$ cat config.mk
export PLATFORM = sky130hd
export DESIGN_NAME = xy_addr_gen
export DESIGN_NICKNAME = d
export VERILOG_FILES = /design/src/rtl/xy_addr_pkg.sv /design/src/rtl/xy_addr_gen_wrap_counter.sv /design/src/rtl/xy_addr_gen.sv
export SDC_FILE = /design/constraint.sdc
export NUM_CORES = 1
export LEC_CHECK = 0
export ABC_AREA = 0
export CAP_MARGIN = 20
export CELL_PAD_IN_SITES_DETAIL_PLACEMENT = 2
export CELL_PAD_IN_SITES_GLOBAL_PLACEMENT = 2
export CORE_ASPECT_RATIO = 1.4
export CORE_UTILIZATION = 29
export CTS_CLUSTER_DIAMETER = 30
export DETAILED_ROUTE_END_ITERATION = 8
export PLACE_DENSITY = 0.82
export SETUP_SLACK_MARGIN = 0.5
export SYNTH_ARGS = -nofsm -noshare
export SYNTH_HDL_FRONTEND = slang
export SYNTH_HIERARCHICAL = 1
export SYNTH_SLANG_ARGS = --single-unit
$ cat constraint.sdc
create_clock -name clk -period 3.8 [get_ports clk]
set_clock_uncertainty 0.05 [all_clocks]
set_input_delay 1.14 -clock clk [delete_from_list [all_inputs] [get_ports clk]]
set_output_delay 1.14 -clock clk [all_outputs]
set_load 0.05 [all_outputs]
$ cat src/rtl/xy_addr_pkg.sv
// Shared types and helpers for the raster-order pixel address generator.
package xy_addr_pkg;

  typedef enum logic [1:0] {
    StIdle = 2'd0,
    StScan = 2'd1,
    StDone = 2'd2
  } state_e;

  // Number of bits needed to represent values 0..n-1 (minimum 1).
  function automatic int unsigned width_for(input int unsigned n);
    int unsigned w;
    w = 1;
    while ((longint'(1) << w) < longint'(n)) begin
      w++;
    end
    return w;
  endfunction

endpackage

$ cat src/rtl/xy_addr_gen_wrap_counter.sv
// Modulo-MAX counter with synchronous clear and a combinational carry on the wrapping increment.
module wrap_counter #(
  parameter int unsigned MAX = 4,
  parameter int unsigned W   = 2
) (
  input  logic         clk_i,
  input  logic         rst_ni,
  input  logic         clear_i,
  input  logic         inc_i,
  output logic [W-1:0] value_o,
  output logic         carry_o
);

  localparam logic [W-1:0] Last = W'(MAX - 1);

  logic [W-1:0] value_d, value_q;

  assign carry_o = inc_i && (value_q == Last);
  assign value_o = value_q;

  always_comb begin
    value_d = value_q;
    if (clear_i) begin
      value_d = '0;
    end else if (inc_i) begin
      value_d = (value_q == Last) ? '0 : value_q + W'(1);
    end
  end

  always_ff @(posedge clk_i or negedge rst_ni) begin
    if (!rst_ni) begin
      value_q <= '0;
    end else begin
      value_q <= value_d;
    end
  end

endmodule

$ cat src/rtl/xy_addr_gen.sv
// Raster-order (x fastest) pixel address generator with line/frame strobes.
// Define XY_ADDR_LINEAR_EN to maintain the linear framebuffer address lin_addr.
module xy_addr_gen
  import xy_addr_pkg::*;
#(
  parameter int unsigned X_MAX  = 320,
  parameter int unsigned Y_MAX  = 240,
  parameter int unsigned X_W    = 10,
  parameter int unsigned Y_W    = 9,
  parameter int unsigned ADDR_W = 17
) (
  input  logic              clk,
  input  logic              reset_n,
  input  logic              start,
  input  logic              step,
  input  logic              cont,
  output logic [X_W-1:0]    x_addr,
  output logic [Y_W-1:0]    y_addr,
  output logic [ADDR_W-1:0] lin_addr,
  output logic              busy,
  output logic              line_end,
  output logic              frame_end
);

  if (X_W < width_for(X_MAX)) begin : g_x_w_chk
    $error("X_W too narrow for X_MAX");
  end
  if (Y_W < width_for(Y_MAX)) begin : g_y_w_chk
    $error("Y_W too narrow for Y_MAX");
  end
  if (ADDR_W < width_for(X_MAX * Y_MAX)) begin : g_addr_w_chk
    $error("ADDR_W too narrow for X_MAX*Y_MAX");
  end

  state_e state_d, state_q;
  logic   adv, x_carry, y_carry, frame_wrap;
  logic   line_end_d, line_end_q, frame_end_d, frame_end_q;

  // start wins over step, so a restart never produces strobes.
  assign adv        = (state_q == StScan) && step && !start;
  assign frame_wrap = x_carry && y_carry;

  wrap_counter #(
    .MAX (X_MAX),
    .W   (X_W)
  ) u_x_cnt (
    .clk_i   (clk),
    .rst_ni  (reset_n),
    .clear_i (start),
    .inc_i   (adv),
    .value_o (x_addr),
    .carry_o (x_carry)
  );

  wrap_counter #(
    .MAX (Y_MAX),
    .W   (Y_W)
  ) u_y_cnt (
    .clk_i   (clk),
    .rst_ni  (reset_n),
    .clear_i (start),
    .inc_i   (x_carry),
    .value_o (y_addr),
    .carry_o (y_carry)
  );

  always_comb begin
    state_d     = state_q;
    line_end_d  = x_carry;
    frame_end_d = frame_wrap;
    unique case (state_q)
      StIdle:  if (start) state_d = StScan;
      StScan:  if (!start && frame_wrap && !cont) state_d = StDone;
      StDone:  if (start) state_d = StScan;
      default: state_d = StIdle;
    endcase
  end

  always_ff @(posedge clk or negedge reset_n) begin
    if (!reset_n) begin
      state_q     <= StIdle;
      line_end_q  <= 1'b0;
      frame_end_q <= 1'b0;
    end else begin
      state_q     <= state_d;
      line_end_q  <= line_end_d;
      frame_end_q <= frame_end_d;
    end
  end

  assign busy      = (state_q == StScan);
  assign line_end  = line_end_q;
  assign frame_end = frame_end_q;

`ifdef XY_ADDR_LINEAR_EN
  logic [ADDR_W-1:0] lin_d, lin_q;

  always_comb begin
    lin_d = lin_q;
    if (start) begin
      lin_d = '0;
    end else if (adv) begin
      lin_d = frame_wrap ? '0 : lin_q + ADDR_W'(1);
    end
  end

  always_ff @(posedge clk or negedge reset_n) begin
    if (!reset_n) begin
      lin_q <= '0;
    end else begin
      lin_q <= lin_d;
    end
  end

  assign lin_addr = lin_q;
`else
  assign lin_addr = '0;
`endif

endmodule

# == Yosys cells after proc, flatten, opt, wreduce, memory -nomap -nowiden ==
# Cells that the tools add are included.
# totals
register_bits,23
input_bits,5
output_inout_bits,39
wordCells,36
# op_classes
add_sub_neg,2
n_eq_ne,6
muxes,9
reduce_logical,14
# op_table
cell,n
$mux 10,3
$mux 9,3
$add 10x1->10 const B,1
$eq 10x9->1 const B,1
$add 9x1->9 const B,1
$eq 9x8->1 const B,1
$logic_and 1x1->1,7
$mux 2,2
$ne 2x1->1 const B,2
$pmux 2 s2,1
$reduce_bool 2->1,2
$eq 2x1->1 const B,1
$eq 2x2->1 const B,1
$logic_not 1->1,2
$logic_not 2->1,1
$reduce_and 2->1,1
$reduce_or 2->1,1

# == Depth between registers and ports, before layout ==
# depth
word_depth,10
ltp_mapped,10
depth_no_buf,9

# == By module ==
# The synthesis kept the hierarchy.
# by_module_without_submodules
module,n_inst,cells_each,area_each_um2,seq_area_each_um2
wrap_counter at u_x_cnt,1,56,554.3,250.2
wrap_counter at u_y_cnt,1,45,479.2,225.2
xy_addr_gen,1,32,310.3,100.1

# == Least setup slack after synthesis ==
# OpenSTA, ideal clock, no wires.
# synth_path
path_type,in2reg
startpoint,input start
endpoint,register u_y_cnt.value_q[7] (netlist: u_y_cnt/value_o[7])
setup_ns,0.075
arrival_time_ns,2.957
required_time_ns,3.675
setup_slack_ns,0.718
cell_stages,9
path_buffers,1
path_cell_list,inv_1 -> and3_1 -> nand4_1 -> nor2_1 -> and2_2 -> buf_4 -> o2111ai_2 -> or4_4 -> a21oi_2
# synth_via
elab_chain_cells,4
elab_cells_between_ends,5
cone_classes,mux (1); reduce/logical (4)
# synth_rtl
element,line,rtl
from (decl),xy_addr_gen.sv:14,"input logic start,"
$logic_not 1->1,xy_addr_gen.sv:40,assign adv = (state_q == StScan) && step && !start;
$logic_and 1x1->1,xy_addr_gen.sv:40,
via adv,xy_addr_gen.sv:36,"logic adv, x_carry, y_carry, frame_wrap;"
$logic_and 1x1->1,xy_addr_gen_wrap_counter.sv:18,assign carry_o = inc_i && (value_q == Last);
via line_end_d,xy_addr_gen.sv:37,"logic line_end_d, line_end_q, frame_end_d, frame_end_q;"
$reduce_bool 2->1 (no line),n/a,
to (signal assigned),xy_addr_gen_wrap_counter.sv:34,value_q <= value_d;
to (decl),xy_addr_gen_wrap_counter.sv:16,"logic [W-1:0] value_d, value_q;"
# The timed path passes the listed nets, and every way through them passes these cells.
# A chain may end at the register's enable or synchronous reset.

# == Final worst setup path ==
# layout_path
startpoint,input step
endpoint,register u_y_cnt.value_q[6] (netlist: u_y_cnt/value_o[6])
# layout_via
elab_chain_cells,4
# layout_rtl
element,line,rtl
from (decl),xy_addr_gen.sv:15,"input logic step,"
$logic_and 1x1->1 (2 in series),xy_addr_gen.sv:40,
via adv,xy_addr_gen.sv:36,
$logic_and 1x1->1,xy_addr_gen_wrap_counter.sv:18,
via line_end_d,xy_addr_gen.sv:37,
$reduce_bool 2->1 (no line),n/a,
# The timed path passes the listed nets, and every way through them passes these cells.

==> qor.json <==
{
  "postSynth.topFlopCell": {"value": "dfrtp_1"},
  "gp_routability_congestion": {"value": 0.758},
  "layout_min_cycle_time": {"value": 3.13, "unit": "ns"},
  "power.density": {"value": 271, "unit": "nW/um^2"},
  "netlist.top_cell.by_area": {"value": "dfrtp_1"},
  "synth-edff-count": {"value": 0},
  "via_count_of_the_first_global_routing_pass": {"value": 1199},
  "final-max-slew-violation-count": {"value": 0},
  "hold_fix_buffers_at_cts": {"value": 0},
  "synth.top_cells.by_area": {"value": "dfrtp_1, buf_4, nor2_1, xor2_1, nand2_1"},
  "syn-instance-count": {"value": 133},
  "area_growth": {"value": 29.8, "unit": "%"},
  "report.final.hold_viol_count": {"value": 0},
  "numPortBuffers": {"value": 26},
  "floorplan.rows": {"value": 28},
  "floorplan.initialDensity": {"value": 30.9, "unit": "%"},
  "via_count": {"value": 1091},
  "switchingPower": {"value": 141, "unit": "uW"},
  "cp_slowest_cell": {"value": "clkdlybuf4s50_1"},
  "timing.critical_path.slowest_cell_delay": {"value": 0.46, "unit": "ns"},
  "pwr-share-seq": {"value": 52.4, "unit": "%"},
  "clock_sinks": {"value": 23},
  "wire_per_inst": {"value": 16.3, "unit": "um"},
  "drt-pass1-iter-count": {"value": 4},
  "setup.worst_path.end_class": {"value": "flip-flop"},
  "synth_largest_type_area_fraction": {"value": 42.8, "unit": "%"},
  "postRouteAntennaNets": {"value": 0},
  "combinationalPowerShare": {"value": 14.5, "unit": "%"},
  "routed-wl-met3": {"value": 138, "unit": "um"},
  "clock_power_share": {"value": 33.1, "unit": "%"},
  "setup_viol": {"value": 0},
  "drive_above_1_share": {"value": 18.8, "unit": "%"},
  "post_drt_via_cell_ratio": {"value": 4.74},
  "htree_levels": {"value": 1},
  "maxCapViolCount": {"value": 0},
  "min_path_type": {"value": "flip-flop to flip-flop"},
  "leakage": {"value": 0.000734, "unit": "uW"},
  "p_sw_share": {"value": 29.8, "unit": "%"},
  "drc": {"value": 0},
  "fin_crit_sh": {"value": 82.4, "unit": "%"},
  "diodes": {"value": 0},
  "globalRouteTotalUtil": {"value": 16.1, "unit": "%"},
  "nets": {"value": 178},
  "transition_time_at_the_pin_with_the_least_slew_margin": {"value": 0.512, "unit": "ns"},
  "count_of_distinct_cell_types_in_the_synthesized_netlist": {"value": 40},
  "p_int": {"value": 331, "unit": "uW"},
  "global_route_wire_length_before_repair": {"value": 5.94, "unit": "mm"},
  "unrepaired_setup_endpoints_after_global_routing": {"value": "no"},
  "die_outline_area": {"value": 4910, "unit": "sq um"},
  "syn_area": {"value": 1340, "unit": "sq um"},
  "clock_path_buffers": {"value": 2},
  "final_core_util": {"value": 40.1, "unit": "%"},
  "critical_path.max_fanout": {"value": 8},
  "numCtsBuffers": {"value": 3},
  "drt-total-wl": {"value": 3.75, "unit": "mm"},
  "top_layer_used": {"value": "met4"},
  "average_instance_area_after_synthesis": {"value": 10.1, "unit": "sq um"},
  "post-synth-top-count-cell": {"value": "dfrtp_1"},
  "hpwl": {"value": 2.67, "unit": "mm"},
  "grt_start_max_net_pins": {"value": 24},
  "width_of_the_die": {"value": 59.5, "unit": "um"},
  "setup.worst_path.class": {"value": "primary input to flip-flop"},
  "crit_required": {"value": 3.94, "unit": "ns"},
  "globalRoute.totalOverflow": {"value": 0},
  "drt_iter0_drc": {"value": 17},
  "synthArstFlopShare": {"value": 100, "unit": "%"},
  "tritoncts": {"value": "done"},
  "synth_seq_area_share": {"value": 42.8, "unit": "%"},
  "ir_drop": {"value": 0.103, "unit": "mV"},
  "path_cells": {"value": "clkdlybuf4s50_1 > and3_4 > nand4_1 > nor2_2 > and2_4 > buf_4 > o2111ai_2 > or3_1 > a21oi_1"},
  "achievable-frequency": {"value": 0.319, "unit": "GHz"},
  "count_of_yosys_warnings_during_synthesis": {"value": 6},
  "boundaryPins": {"value": 44},
  "synth_seq_cells": {"value": 23},
  "max-slew-margin-rel": {"value": 65.7, "unit": "%"},
  "antenna_found_initial": {"value": 0},
  "cp-start-kind": {"value": "primary input"},
  "met1Wirelength": {"value": 1.45, "unit": "mm"},
  "met2_wirelength": {"value": 2.09, "unit": "mm"},
  "design.core.area": {"value": 4340, "unit": "sq um"},
  "die_h": {"value": 82.5, "unit": "um"},
  "clock_tree.root_cell": {"value": "clkbuf_8"},
  "arrival": {"value": 3.27, "unit": "ns"},
  "status": {"value": "finished clean"},
  "timing.setup.tns": {"value": 0, "unit": "ns"},
  "synth.top_cells.by_count": {"value": "dfrtp_1, buf_4, nor2_1"},
  "clk_transition_reported_paths": {"value": 0.09, "unit": "ns"},
  "clock_insertion_delay_worst_skew": {"value": 0.27, "unit": "ns"}
}
-- kinds of logic after synthesis --
family / share of synthesized area, %
fa+ha+maj: 1.86
other cells: 0.279
xor+xnor: 5.87
simple gates: 21.6
flops: 42.8
buf+inv: 11.5
mux: 1.58
compound gates: 14.4
-- placed cells by master (no fill, tap or decap), types with 3 or more instances in the layout --
cell type and instances:
a21oi_1 6, buf_4 10, clkbuf_8 3, clkdlybuf4s50_1 25, conb_1 17, dfrtp_1 23, inv_1 3, nand2_1 9
nand3_1 5, nand4_1 3, nor2_1 14, o21ai_0 4, or3_1 3, xnor2_1 3, xor2_1 6
-- metal layers --
metal,track usage [%],vias up
met5,0,-
met4,5.58,0
met3,1.87,8
met2,31.1,33
met1,17.8,543
li1,-,507
-- flip-flops by register name, summed over array words and instances, names as in the netlist --
name and count:
state_q 2, line_end 1, u_x_cnt/value_o 10, frame_end 1
u_y_cnt/value_o 9
-- worst max-delay path: cells and delay by family --
family,cells,cell delay (ns)
and+or+nand+nor,5,1.16
buffers and inverters,2,0.59
AOI/OAI and AO/OA,2,0.37
-- worst paths after layout --
path,start,to,slack [ns],cells after the start
max,step,u_y_cnt/value_o[6],0.67,9
min,u_x_cnt/value_o[1],u_x_cnt/value_o[1],0.57,1
max reg2reg,state_q[0],u_y_cnt/value_o[6],1.40,9
min reg2reg,u_x_cnt/value_o[1],u_x_cnt/value_o[1],0.57,1
max in group asynchronous,reset_n,frame_end,2.28,2
min in group asynchronous,reset_n,u_x_cnt/value_o[8],1.19,2
-- layout make-up --
type | count | area, sq um
clock buffer | 3 | 41.3
tap | 60 | 75.1
sequential | 23 | 576
multi-input combinational | 103 | 694
fill | 517 | 2600
inverter | 4 | 15.0
timing repair buffer | 36 | 338
clock inverter | 1 | 5.00
-- through the flow --
stage	hold WS, ns	instances	total power (uW)	area [sq um]	setup slack (ns)
3_3_place_gp	0.539	218	318	1610	0.221
3_5_place_dp	0.550	218	319	1610	0.0589
2_1_floorplan	0.524	149	315	1400	0.718
5_1_grt	0.600	230	491	1740	0.576
6_report	0.570	230	472	1740	0.670
4_1_cts	0.564	226	475	1700	0.546
-- repair_timing --
item | CTS | global route
pin swaps | 4 | 5
endpoints found under the setup margin | 10 | 9
gates resized for setup | 2 | 6
setup buffers | 4 | 4
-- power by group through the flow --
stage	clock, uW	combinational (uW)	sequential (uW)
4_1_cts	160	67.8	247
6_report	156	68.6	247
2_1_floorplan	0	59.4	256
3_5_place_dp	0	66.2	252
5_1_grt	171	72.5	248
3_3_place_gp	0	65.5	252
Power figures use the tool's default switching activity.
